`src/rtl/fp_sub_seq.sv`:
```
// fp_sub_seq: multi-cycle IEEE-754 single-precision subtractor (out = a - b).
//
// This unit sits beside fp_adder in the FPU datapath. It takes one operand
// pair over a valid/ready handshake. Each pair walks through a fixed
// datapath FSM:
//   IDLE -> UNPACK -> ALIGN -> ADD -> NORM -> ROUND -> DONE.
// The result stays on out until the consumer accepts it.
//
// Parameters:
//   RNE : 1 = round to nearest even; 0 = truncate toward zero
//   FTZ : subnormal inputs and results are flushed to signed zero.
//         1 is the only supported value.
//
// Ports:
//   clk       : clock, rising edge
//   rst       : synchronous active-high reset
//   in_valid  : operand pair a/b is valid
//   in_ready  : unit can accept operands (IDLE only)
//   a, b      : minuend and subtrahend, IEEE-754 single
//   out_valid : out holds a completed result
//   out_ready : consumer accepts the result
//   out       : a - b, IEEE-754 single
//   flags     : {invalid, overflow, underflow, inexact}.
//               This port exists only when FP_SUB_FLAGS_EN is defined.
//
// Optional feature macro: FP_SUB_FLAGS_EN
module fp_sub_seq #(
  parameter bit RNE = 1'b1,
  parameter bit FTZ = 1'b1
) (
  input  logic        clk,
  input  logic        rst,
  input  logic        in_valid,
  output logic        in_ready,
  input  logic [31:0] a,
  input  logic [31:0] b,
  output logic        out_valid,
  input  logic        out_ready,
  output logic [31:0] out
`ifdef FP_SUB_FLAGS_EN
  ,
  output logic [3:0]  flags
`endif
);

  localparam logic [31:0] QNAN = 32'h7FC0_0000;

  typedef enum logic [2:0] {
    S_IDLE, S_UNPACK, S_ALIGN, S_ADD, S_NORM, S_ROUND, S_DONE
  } state_t;

  state_t state, state_n;

  logic [31:0]       a_r, b_r;
  logic              sa, sb, sp;
  logic [7:0]        ea, eb, e_big, e_sum;
  logic [23:0]       ma, mb;
  logic [31:0]       sp_res, out_r;
  logic              s_big, s_small, r_sign, nzero, nuf;
  logic [26:0]       m_big, m_small, nm_r;
  logic [27:0]       sum_r;
  logic signed [9:0] ne_r;

  // State register. Reset wins over every other event in the same cycle.
  always_ff @(posedge clk) begin
    if (rst) state <= S_IDLE;
    else     state <= state_n;
  end

  // Next-state logic and handshake outputs. The walk is fixed and does not
  // depend on the data, so latency is always the same.
  always_comb begin
    state_n   = state;
    in_ready  = 1'b0;
    out_valid = 1'b0;
    case (state)
      S_IDLE: begin
        in_ready = 1'b1;
        if (in_valid) state_n = S_UNPACK;
      end
      S_UNPACK: state_n = S_ALIGN;
      S_ALIGN:  state_n = S_ADD;
      S_ADD:    state_n = S_NORM;
      S_NORM:   state_n = S_ROUND;
      S_ROUND:  state_n = S_DONE;
      S_DONE: begin
        out_valid = 1'b1;
        if (out_ready) state_n = S_IDLE;
      end
      default:  state_n = S_IDLE;
    endcase
  end

  // Unpack: classify both operands and resolve special cases up front.
  // b_r already carries the flipped sign, so everything after this stage is
  // an addition.
  logic [7:0]  ua_e, ub_e;
  logic        ua_nan, ub_nan, ua_inf, ub_inf, ua_zero, ub_zero, up_sp;
  logic [31:0] up_res;
  always_comb begin
    ua_e    = a_r[30:23];
    ub_e    = b_r[30:23];
    ua_nan  = (ua_e == 8'hFF) && (a_r[22:0] != 23'h0);
    ub_nan  = (ub_e == 8'hFF) && (b_r[22:0] != 23'h0);
    ua_inf  = (ua_e == 8'hFF) && (a_r[22:0] == 23'h0);
    ub_inf  = (ub_e == 8'hFF) && (b_r[22:0] == 23'h0);
    ua_zero = (ua_e == 8'h00) && (FTZ || (a_r[22:0] == 23'h0));
    ub_zero = (ub_e == 8'h00) && (FTZ || (b_r[22:0] == 23'h0));
    up_sp   = 1'b0;
    up_res  = 32'h0;
    if (ua_nan || ub_nan || (ua_inf && ub_inf && (a_r[31] != b_r[31]))) begin
      up_sp  = 1'b1;
      up_res = QNAN;
    end else if (ua_inf) begin
      up_sp  = 1'b1;
      up_res = {a_r[31], 8'hFF, 23'h0};
    end else if (ub_inf) begin
      up_sp  = 1'b1;
      up_res = {b_r[31], 8'hFF, 23'h0};
    end
  end

  // Align: put the larger magnitude first. Shift the smaller operand right.
  // The shift saturates at 27. Every bit shifted out is folded into sticky.
  logic        a_ge, al_lost;
  logic [7:0]  e_hi, e_lo, al_diff;
  logic [23:0] m_hi, m_lo;
  logic [4:0]  al_sh;
  logic [26:0] al_ext, al_shifted, al_mask;
  always_comb begin
    a_ge       = {ea, ma} >= {eb, mb};
    e_hi       = a_ge ? ea : eb;
    e_lo       = a_ge ? eb : ea;
    m_hi       = a_ge ? ma : mb;
    m_lo       = a_ge ? mb : ma;
    al_diff    = e_hi - e_lo;
    al_sh      = (al_diff > 8'd27) ? 5'd27 : al_diff[4:0];
    al_ext     = {m_lo, 3'b000};
    al_shifted = al_ext >> al_sh;
    al_mask    = ~(27'h7FF_FFFF << al_sh);
    al_lost    = |(al_ext & al_mask);
  end

  // Add/sub. The big operand is never smaller than the small one, so the
  // result is non-negative. An exact cancellation is forced to +0.
  logic        eff_sub;
  logic [27:0] add_sum;
  always_comb begin
    eff_sub = s_big ^ s_small;
    add_sum = eff_sub ? ({1'b0, m_big} - {1'b0, m_small})
                      : ({1'b0, m_big} + {1'b0, m_small});
  end

  // Normalise. On carry-out, shift right by one and keep the dropped bit
  // in sticky. Otherwise use a one-cycle leading-zero count and left shift.
  logic [4:0]        lzc;
  logic [26:0]       n_mant;
  logic signed [9:0] n_exp;
  always_comb begin
    lzc = 5'd27;
    for (int i = 0; i < 27; i++) begin
      if (sum_r[i]) lzc = 5'(26 - i);
    end
    if (sum_r[27]) begin
      n_mant = {sum_r[27:2], |sum_r[1:0]};
      n_exp  = $signed({2'b00, e_sum}) + 10'sd1;
    end else begin
      n_mant = sum_r[26:0] << lzc;
      n_exp  = $signed({2'b00, e_sum}) - $signed({5'b00000, lzc});
    end
  end

  // Round. When the round-up carries out of the mantissa, the fraction is
  // all zeros, so bits [23:1] give the same value as the shifted fraction.
  logic              rnd_up, rnd_ovf;
  logic [24:0]       rnd_m;
  logic signed [9:0] rnd_e;
  logic [22:0]       rnd_frac;
  logic [31:0]       rnd_res;
  always_comb begin
    rnd_up   = RNE && nm_r[2] && (nm_r[1] || nm_r[0] || nm_r[3]);
    rnd_m    = {1'b0, nm_r[26:3]} + {24'h0, rnd_up};
    rnd_e    = ne_r + $signed({9'h000, rnd_m[24]});
    rnd_frac = rnd_m[24] ? rnd_m[23:1] : rnd_m[22:0];
    rnd_ovf  = rnd_e >= 10'sd255;
    if (sp)                rnd_res = sp_res;
    else if (nzero || nuf) rnd_res = {r_sign, 31'h0};
    else if (rnd_ovf)      rnd_res = {r_sign, 8'hFF, 23'h0};
    else                   rnd_res = {r_sign, rnd_e[7:0], rnd_frac};
  end

  // Datapath pipeline registers. Each stage loads only while the FSM is in
  // that stage. Leftover contents after a reset are never used.
  always_ff @(posedge clk) begin
    case (state)
      S_IDLE: begin
        if (in_valid) begin
          a_r <= a;
          b_r <= {~b[31], b[30:0]};
        end
      end
      S_UNPACK: begin
        sa     <= a_r[31];
        sb     <= b_r[31];
        ea     <= ua_zero ? 8'h00  : ua_e;
        eb     <= ub_zero ? 8'h00  : ub_e;
        ma     <= ua_zero ? 24'h0  : {1'b1, a_r[22:0]};
        mb     <= ub_zero ? 24'h0  : {1'b1, b_r[22:0]};
        sp     <= up_sp;
        sp_res <= up_res;
      end
      S_ALIGN: begin
        s_big   <= a_ge ? sa : sb;
        s_small <= a_ge ? sb : sa;
        e_big   <= e_hi;
        m_big   <= {m_hi, 3'b000};
        m_small <= al_shifted | {26'h0, al_lost};
      end
      S_ADD: begin
        sum_r  <= add_sum;
        e_sum  <= e_big;
        r_sign <= (eff_sub && (add_sum == 28'h0)) ? 1'b0 : s_big;
      end
      S_NORM: begin
        nm_r  <= n_mant;
        ne_r  <= n_exp;
        nzero <= (sum_r == 28'h0);
        nuf   <= (sum_r != 28'h0) && (n_exp <= 10'sd0);
      end
      default: ;
    endcase
  end

  // Result register. Loaded once per operation and held through DONE until
  // the consumer takes it.
  always_ff @(posedge clk) begin
    if (rst)                  out_r <= 32'h0;
    else if (state == S_ROUND) out_r <= rnd_res;
  end

  assign out = out_r;

`ifdef FP_SUB_FLAGS_EN
  // Exception flags travel with out. They clear on every accept so that a
  // stale flag never lines up with a new operation.
  logic [3:0] flags_r, rnd_flags;
  logic       f_inv, f_ovf, f_uf, f_inx;
  always_comb begin
    f_inv     = sp && (sp_res == QNAN);
    f_ovf     = !sp && !nzero && !nuf && rnd_ovf;
    f_uf      = !sp && nuf;
    f_inx     = !sp && !nzero && (f_ovf || (|nm_r[2:0]));
    rnd_flags = {f_inv, f_ovf, f_uf, f_inx};
  end

  always_ff @(posedge clk) begin
    if (rst)                                flags_r <= 4'h0;
    else if (state == S_IDLE && in_valid)   flags_r <= 4'h0;
    else if (state == S_ROUND)              flags_r <= rnd_flags;
  end

  assign flags = flags_r;
`endif

endmodule

```
`config.mk`:
```
export PLATFORM = sky130hd
export DESIGN_NAME = fp_sub_seq
export DESIGN_NICKNAME = d
export VERILOG_FILES = /design/src/rtl/fp_sub_seq.sv
export SDC_FILE = /design/constraint.sdc
export NUM_CORES = 1
export LEC_CHECK = 0
export CORE_ASPECT_RATIO = 1.4
export CORE_MARGIN = 2
export CORE_UTILIZATION = 25
export DETAILED_ROUTE_END_ITERATION = 8
export GPL_ROUTABILITY_DRIVEN = 0
export HOLD_SLACK_MARGIN = 0.1
export PLACE_DENSITY = 0.37
export SLEW_MARGIN = 20
export SYNTH_ARGS = -nofsm -noshare
export SYNTH_HDL_FRONTEND = slang
export SYNTH_SLANG_ARGS = --single-unit
```
`constraint.sdc`:
```
create_clock -name clk -period 8.25 [get_ports clk]
set_input_delay 1.2375 -clock clk [delete_from_list [all_inputs] [get_ports clk]]
set_output_delay 1.2375 -clock clk [all_outputs]
set_load 0.1 [all_outputs]
```
### Word-level counts from Yosys, hierarchy flattened

Index checks and enable logic that the tools add are counted.

| cells by class | value |
|---|---|
| add/sub/neg operators | 7 |
| multiplexer cells | 51 |
| shift operators | 3 |
| $lt $le $gt $ge | 4 |
| eq/ne operators | 11 |
| reduce and logical (&&, ||, !) cells | 29 |
| bitwise operators | 5 |

Operators by type and width:

| cell | count |
|---|---|
| $mux W5 | 27 |
| $mux W24 | 4 |
| $mux W32 | 3 |
| $mux W31 | 2 |
| $logic_not A28 Y1 | 2 |
| $logic_not A23 Y1 | 2 |
| $reduce_bool A23 Y1 | 2 |
| $ge A32 B32 Y1 | 1 |
| $add A27 B27 Y28 | 1 |
| $mux W28 | 1 |
| $reduce_bool A28 Y1 | 1 |
| $sub A27 B27 Y28 | 1 |
| $and A27 B27 Y27 | 1 |
| $not A27 Y27 | 1 |
| $or A27 B1 Y27 | 1 |
| $reduce_or A27 Y1 | 1 |
| $shl A27 B5 Y27 | 1 |
| $shl A27 B5 Y27 const A | 1 |
| $shr A27 B5 Y27 | 1 |
| $mux W26 | 1 |
| $add A24 B1 Y25 | 1 |
| $mux W23 | 1 |
| $pmux W3 S7 | 1 |
| $eq A8 B8 Y1 const B | 2 |
| 24 further kinds | 50 |

| storage, ports and cells | value |
|---|---|
| flip-flop bits (word level) | 335 |
| input port bits | 68 |
| output and inout bits | 34 |

### Logic depth before layout (Yosys ltp)

Gate-level depths: netlist of the first run.

| logic depth | value |
|---|---|
| word-level depth | 31 |
| gate-level depth with buffers | 26 |
| gate-level depth less buffers | 24 |

### Worst setup path after synthesis of the first run

No wires, ideal clock.

| path | value |
|---|---|
| path kind | reg-to-reg |
| start | register state[2] |
| end | register ea[0], enable pin |
| path slack | 2.076 ns |
| library setup time | 0.595 ns |
| cell stages (with the launch flop) | 3 |
| data required time | 7.655 ns |
| buffers on the path | 1 |
| data arrival time | 5.578 ns |
| period minus slack after synthesis | 6.174 ns |
| cell sequence | dfxtp_1 > clkbuf_1 > nor3b_1 |

| between the ends | value |
|---|---|
| longest elaborated chain between the ends | 1 |

Ends and longest elaborated chain:

| what | line | source |
|---|---|---|
| start: declaration | 52 | `state_t state, state_n;` |
| start signal: assignment | 67 | `else state <= state_n;` |
| $eq A3 B1 Y1 | 195 | `case (state)` |
| end signal: assignment | 205 | `ea <= ua_zero ? 8'h00 : ua_e;` |
| end: declaration | 56 | `logic [7:0] ea, eb, e_big, e_sum;` |

Every way passes these cells.
A chain may end at the register's enable or synchronous reset.

### Worst setup path after layout of the first run

| path | value |
|---|---|
| start | register ma[11] |
| end | register m_small[8] (data pin) |

| between the ends | value |
|---|---|
| longest elaborated chain between the ends | 7 |
| elaborated cells between the ends (all ways) | 9 |

Ends and longest elaborated chain:

| what | line | source |
|---|---|---|
| start: declaration | 57 | `logic [23:0] ma, mb;` |
| start signal: assignment | 207 | `ma <= ua_zero ? 24'h0 : {1'b1, a_r[22:0]};` |
| $ge A32 B32 Y1 | 131 | `a_ge = {ea, ma} >= {eb, mb};` |
| $mux W8, on equally long branches | 132, 133 |  |
| $sub A8 B8 Y8 | 136 | `al_diff = e_hi - e_lo;` |
| $gt A8 B5 Y1 | 137 | `al_sh = (al_diff > 8'd27) ? 5'd27 : al_diff[4:0];` |
| $mux W5 | 137 |  |
| $shr A27 B5 Y27 * | 139 | `al_shifted = al_ext >> al_sh;` |
| named net al_shifted[8] | 129 | `logic [26:0] al_ext, al_shifted, al_mask;` |
| $or A27 B1 Y27 * | 217 | `m_small <= al_shifted \| {26'h0, al_lost};` |
| end signal: assignment | 217 |  |
| end: declaration | 60 | `logic [26:0] m_big, m_small, nm_r;` |

The timed path passes the listed nets; every way through them passes the cells marked *.

==> metrics.txt, run 1 <==
growth of design area from synthesis to finish=17.2%; final standard cell count with taps included and fillers excluded=2964; number of cells upsized or downsized after cts=0; portion of total power attributed to combinational logic=22.1%; FF-to-FF setup slack=1.63 ns; global-route wire length before repair=85000 um; Setup TNS Final=0 ns; clock transition at the registers of the reported paths=0.06 ns; met2 track demand over resource=27.5%; internal portion of total power=3.09 mW; #FFs+latches synth=305; number of buffers between clock root and the deepest sink=3; source of the worst hold timing path=e_big[4]; DRC marker count from the first detailed-route iteration=520; die area=77300 um2; Crit Path Max Fanout=15; die width=236 um; fraction of the yosys area taken by sequential cells=47.0%; startpoint of the worst-slack reg-to-reg timing path=ma[11]; Syn Std Cell Area=18800 um2; total setup buffers inserted after CTS=0; Inserted Diodes=0; RSZ-0062 raised after global routing=false; result of the run=finished clean; met1 routing resource usage after global routing=14.7%; number of cells on the worst hold path=0; residual overflow from global routing=0; clock latency on the worst-skew pair=0.56 ns; library cell contributing the largest single delay on the critical path=nor3_2; cell row count=118; Final min period=6.62 ns; CTS Hold Bufs=0; number of setup violations in the final report=0; Most used DFF post-synth=edfxtp_1; initial antenna violation count=0; final-stage net count=2140; sink count of the clock tree=305; number of enable flip-flop cells after synthesis=270; detailed-routing iteration count for the pre-antenna-repair pass=5; kind of path behind the tightest hold check=register to register; Cell Chain, Critical Path=ha_1 > a21oi_1 > o21ai_0 > a2111oi_0 > o41ai_2 > buf_4 > a2111oi_0 > a21o_1 > inv_1 > ha_1 > o311ai_1 > o211ai_1 > xnor2_2 > o2111ai_2 > nor3_2 > nand2_1 > a211oi_1 > a221o_1; end of the worst register-to-register path=m_small[8]; via count of the first global-routing pass=15000; crit end category=register; power share of the sequential group=41.7%; Relative slew margins=26.7%; DRC violation count after routing=0; Startpoint Class=register; clock tree root driver cell=clkbuf_16; most used routing layer in global routing=met2; data arrival time at the worst-slack endpoint=7.02 ns; fraction of registers with async set or reset after synthesis=0%; longest individual stage delay on the worst path=0.79 ns; global-route usage over all layers=14.0%; Vert. Die Dim=328 um; wire length per cell after detailed routing=18.4 um; global-route met3 utilization=1.77%; net switching power=1.37 mW; total count of max-transition violations in the final report=0; Detail Route Antenna Nets=0; fmax=0.151 GHz; final-report hold violation count=0; half-perimeter wire length after detailed placement=43300 um; fraction of power consumed by the clock network=36.2%; worst setup path class=register to register; number of vias in the routed layout=14400; share of the clock period used by the worst path after layout=80.3%; Power per Cell Area=203 nW/um2; Non-Filler Cell Area, Final=22000 um2; Yosys cell types=88; Initial Utilization=25.3%; via count normalized by instance count=4.86; Largest delay share family, worst path=compound AO/OA/AOI/OAI gates; slew at the pin closest to its max-slew limit=1.09 ns; Core ar.=74100 um2; sw frac=30.8%; maximum number of pins on one net before global-route repair=62; Placement Cell Area=20800 um2; Port Buf Inserts=101; Layout Skew=0.0200 ns; synthesized netlist net count=2076; number of cells traversed by the worst register-to-register path=18; count of buffering cells on the critical path with inverters included=2; max-cap viol count=0; instance count after placement with tap cells included=2898; Pleak=7.90 nW; fill count=7858; synthesis warning total=0; mean area per synthesized cell=9.81 um2; total wire length=54600 um; data required time at the worst endpoint=8.64 ns; CTS tree=built; number of top-level pins=102; cell count after synthesis=1913; share of final-layout standard cells stronger than drive strength 1=6.79%; Clock H-tree levels=2; Endpoint, Worst Hold=e_sum[4]; final total power=4.46 mW; cts bufs inserted=37; Worst VDD drop=169 uV
-- flip-flops by register name, indices dropped and copies added, names as in the netlist, 10 cells and up --
name     count
a_r         32
b_r         32
m_big       24
m_small     27
ma          24
mb          24
ne_r        10
nm_r        27
out         32
sum_r       28
-- worst max-delay path by stage --
| stage | startpoint | to | cells after the start |
|---|---|---|---|
| 6_report | ma[11] | m_small[8] | 18 |
| 5_1_grt | ma[11] | m_small[0] | 19 |
| 4_1_cts | ma[7] | m_small[0] | 19 |
| 3_5_place_dp | ma[7] | m_small[0] | 19 |
| 3_3_place_gp | ma[11] | m_small[10] | 20 |
| 2_1_floorplan | state[2] | ea[0] | 2 |
-- stage by stage --
step | util, % | hold WS, ns | setup WS [ns]
floorplan | - | 0.400 | 2.08
global placement | 28.1 | 0.408 | 1.72
detailed placement | 28.1 | 0.413 | 1.65
CTS | 29.7 | 0.408 | 1.63
global route | 29.7 | 0.432 | 0.904
finish | 29.7 | 0.418 | 1.63
-- cell usage in the layout, fill, tap and decap left out, types with 33 or more instances in the layout --
| cell type | n |
|---|---|
| a21oi_1 | 130 |
| mux2i_1 | 75 |
| clkdlybuf4s50_1 | 101 |
| ha_1 | 93 |
| nor3_1 | 33 |
| clkbuf_16 | 38 |
| nand2_1 | 199 |
| o21ai_0 | 143 |
| edfxtp_1 | 270 |
| inv_1 | 113 |
| nand3_1 | 43 |
| dfxtp_1 | 35 |
| nor2_1 | 153 |
| and2_1 | 63 |
| xnor2_1 | 43 |
-- Yosys cell counts (9+ instances only) --
cell	count	area, um2
edfxtp_1	270	8110
nand2_1	199	747
nor2_1	154	578
o21ai_0	143	716
a21oi_1	131	656
inv_1	113	424
ha_1	93	1160
clkbuf_1	76	285
mux2i_1	75	751
and2_1	64	400
nand3_1	43	215
xnor2_1	43	377
dfxtp_1	35	701
nor3_1	35	175
a211oi_1	27	203
nor4_1	25	156
xor2_1	22	193
a22oi_1	21	158
nand4_1	21	131
and3_1	18	113
nor2b_1	17	106
nand2b_1	16	100
mux2_2	15	169
o211ai_1	15	113
a2111oi_0	14	123
a21o_1	14	105
a31oi_1	12	75.1
o31ai_1	12	90.1
buf_1	11	41.3
o221ai_1	10	87.6
o22ai_1	10	62.6
or3_1	10	62.6
buf_2	9	45.0
o21a_1	9	67.6
o21bai_1	9	67.6
-- logic make-up (layout without fill, tap and decap cells) --
logic type                 count (synthesis)  count (layout)  share of synthesized area (%)
and+or+nand+nor                          635             635                           16.4
AOI/OAI and AO/OA                        502             502                           17.2
xor gates and xnor gates                  67              67                           3.21
muxes                                     93              93                           5.20
DFF                                      305             305                           47.0
buffers and inverters                    216             307                           4.62
adders and majority gates                 95              95                           6.42
-- per-layer routing --
metal / up-vias / routed length [um]
met4: 0 / 2510
met1: 6799 / 21000
met2: 301 / 29500
met5: - / 0
li1: 7171 / -
met3: 129 / 1640
-- area by class of cell --
| class | instances | area, um2 | share of cell area (%) |
|---|---|---|---|
| clock buffer | 47 | 985 | 4.48 |
| clock inverter | 19 | 199 | 0.905 |
| inverter | 114 | 428 | 1.95 |
| multi-input combinational | 1392 | 9170 | 41.7 |
| sequential | 305 | 8810 | 40.1 |
| tap | 960 | 1200 | 5.46 |
| timing repair buffer | 127 | 1210 | 5.48 |
-- power groups by stage --
| stage | Combinational, mW | Sequential, mW | Clock (mW) |
|---|---|---|---|
| detailed placement | 0.990 | 1.89 | 0 |
| floorplan | 0.677 | 1.88 | 0 |
| finish | 0.987 | 1.86 | 1.61 |
| global route | 1.09 | 1.87 | 1.73 |
| global placement | 0.996 | 1.89 | 0 |
| CTS | 0.993 | 1.86 | 1.68 |
Note: power is estimated with default switching activity, not from simulation.
==> inputs of run 2 (changes only) <==
Settings changed: PLACE_DENSITY 0.37 to 0.38.
Clock period 8.25 ns to 6.08 ns, I/O delays scaled along.
==> run 2 against run 1 <==
Combinational power grew 42%. Fmax up 16%. Register-to-register slack lost 1.3 ns. Die area unchanged. Global-route usage about the same. Final cell count grew 1.0%. Clock power rose by 30%. Worst hold slack improved by 0.0077 ns. Critical endpoint is now m_small[0]. Highest routed layer unchanged. Non-clock buffer count up 30.
==> metrics.txt, run 2 (synthesized netlist as in run 1, its figures left out) <==
result of the run=finished clean; global-route usage over all layers=14.0%; Non-Filler Cell Area, Final=22200 um2; number of setup violations in the final report=0; Setup TNS Final=0 ns; instance count after placement with tap cells included=2927; sink count of the clock tree=305; Clock H-tree levels=2; clock tree root driver cell=clkbuf_16; net switching power=1.85 mW; Initial Utilization=25.3%; fmax=0.175 GHz; Inserted Diodes=0; via count of the first global-routing pass=14900; CTS tree=built; number of cells on the worst hold path=0; number of cells traversed by the worst register-to-register path=21; DRC marker count from the first detailed-route iteration=639; Port Buf Inserts=101; most frequent cells in the layout=270 x edfxtp_1, 199 x nand2_1, 153 x nor2_1, 142 x o21ai_0, 130 x a21oi_1; crit end category=register; share of the clock period used by the worst path after layout=94.0%; Vert. Die Dim=328 um; total count of max-transition violations in the final report=0; wire length per cell after detailed routing=18.3 um; total setup buffers inserted after CTS=0; Endpoint, Worst Hold=e_sum[3]; internal portion of total power=4.17 mW; final standard cell count with taps included and fillers excluded=2994; final total power=6.02 mW; detailed-routing iteration count for the pre-antenna-repair pass=5; fraction of power consumed by the clock network=34.8%; Final min period=5.72 ns; number of buffers between clock root and the deepest sink=3; sw frac=30.7%; clock latency on the worst-skew pair=0.55 ns; source of the worst hold timing path=e_big[3]; end of the worst register-to-register path=m_small[0]; number of top-level pins=102; worst setup path class=register to register; total wire length=54700 um; Crit Path Max Fanout=12; FF-to-FF setup slack=0.36 ns; most common cell after layout, fill and taps aside=edfxtp_1; Detail Route Antenna Nets=0; global-route wire length before repair=85200 um; cell row count=118; cts bufs inserted=37; startpoint of the worst-slack reg-to-reg timing path=ma[2]; max-cap viol count=0; growth of design area from synthesis to finish=18.5%; final-stage net count=2170; die area=77300 um2; half-perimeter wire length after detailed placement=44000 um; die width=236 um; residual overflow from global routing=0; Worst VDD drop=184 uV; portion of total power attributed to combinational logic=23.2%; number of vias in the routed layout=14400; Layout Skew=0.0237 ns; Post-Route Utilization=30.0%; DRC violation count after routing=0; kind of path behind the tightest hold check=register to register; Relative slew margins=25.4%; Startpoint Class=register; via count normalized by instance count=4.82; share of final-layout standard cells stronger than drive strength 1=8.21%; Placement Cell Area=21000 um2; data required time at the worst endpoint=6.35 ns; final-report hold violation count=0; clock transition at the registers of the reported paths=0.06 ns; power share of the sequential group=42.0%; initial antenna violation count=0; maximum number of pins on one net before global-route repair=65; fill count=7812; Power per Cell Area=271 nW/um2; Core ar.=74100 um2; data arrival time at the worst-slack endpoint=5.99 ns; slew at the pin closest to its max-slew limit=1.11 ns; Pleak=8.04 nW
## run 2: cell types whose count changed in the layout (fill, tap and decap cells not counted), moves of 2 or more
cell / before / now
buf_12: 0 / 2
clkinv_2: 7 / 5
bufinv_16: 3 / 1
buf_4: 26 / 54
a2111oi_2: 4 / 6
clkinv_4: 0 / 3
a2111oi_0: 14 / 12
clkbuf_8: 0 / 2
clkinvlp_4: 3 / 1
nor3_2: 3 / 1
## run 2: layout make-up
type	instances	area, um2	share of cell area (%)
inverters	114	428	1.93
flip-flops and latches	305	8810	39.6
well taps	960	1200	5.41
clock inverters	17	133	0.597
repair buffers	157	1460	6.55
multi-input cells	1392	9180	41.3
clock buffers	49	1010	4.56
## run 2: power groups by stage
stage | Clock [mW] | Sequential [mW] | Combinational (mW)
final | 2.10 | 2.53 | 1.40
after global routing | 2.25 | 2.54 | 1.53
after global placement | 0 | 2.57 | 1.39
after detailed placement | 0 | 2.57 | 1.38
after floorplan | 0 | 2.55 | 0.919
after CTS | 2.19 | 2.53 | 1.39
## run 2: metal layers
| layer | wire length, um | vias to the layer above | track usage, % |
|---|---|---|---|
| met2 | 29500 | 306 | 27.4 |
| met1 | 20600 | 6763 | 14.4 |
| met3 | 1590 | 129 | 1.75 |
| li1 | - | 7231 | - |
| met4 | 3070 | 0 | 7.30 |
| met5 | 0 | - | 0 |
## run 2: worst max path at each step
stage          startpoint  slack [ns]          end
3_5_place_dp       ma[11]        0.24   m_small[0]
5_1_grt            ma[11]     -0.0005   m_small[0]
4_1_cts            ma[11]        0.22   m_small[0]
6_report            ma[2]        0.36   m_small[0]
3_3_place_gp       ma[11]        0.29   m_small[0]
2_1_floorplan      ma[11]        0.80  m_small[10]
## run 2: stage by stage
stage | hold WS, ns | setup slack (ns)
floorplan | 0.400 | 0.800
finish | 0.426 | 0.364
detailed placement | 0.424 | 0.243
CTS | 0.437 | 0.215
global route | 0.451 | -0.000488
global placement | 0.416 | 0.287
## run 2: repair_timing
item	CTS	global route
setup endpoints to repair	0	19
gates resized for setup	0	7
hold buffers	0	0
## run 2: critical path: stages, from the launching register on
cell and delay, ns:
edfxtp_1 0.44, ha_1 0.34, a21o_1 0.11, a31oi_1 0.04, o21a_1 0.23, o41ai_2 0.72
buf_4 0.31, a21o_2 0.15, a21o_1 0.12, inv_1 0.05, ha_1 0.21, or4_1 0.57
nand3_1 0.11, mux2_2 0.17, o2111ai_2 0.11, buf_4 0.23, nor3_4 0.31, nand2_1 0.14
o32a_1 0.31, o32a_1 0.30, a2111oi_2 0.28, o2111ai_1 0.18
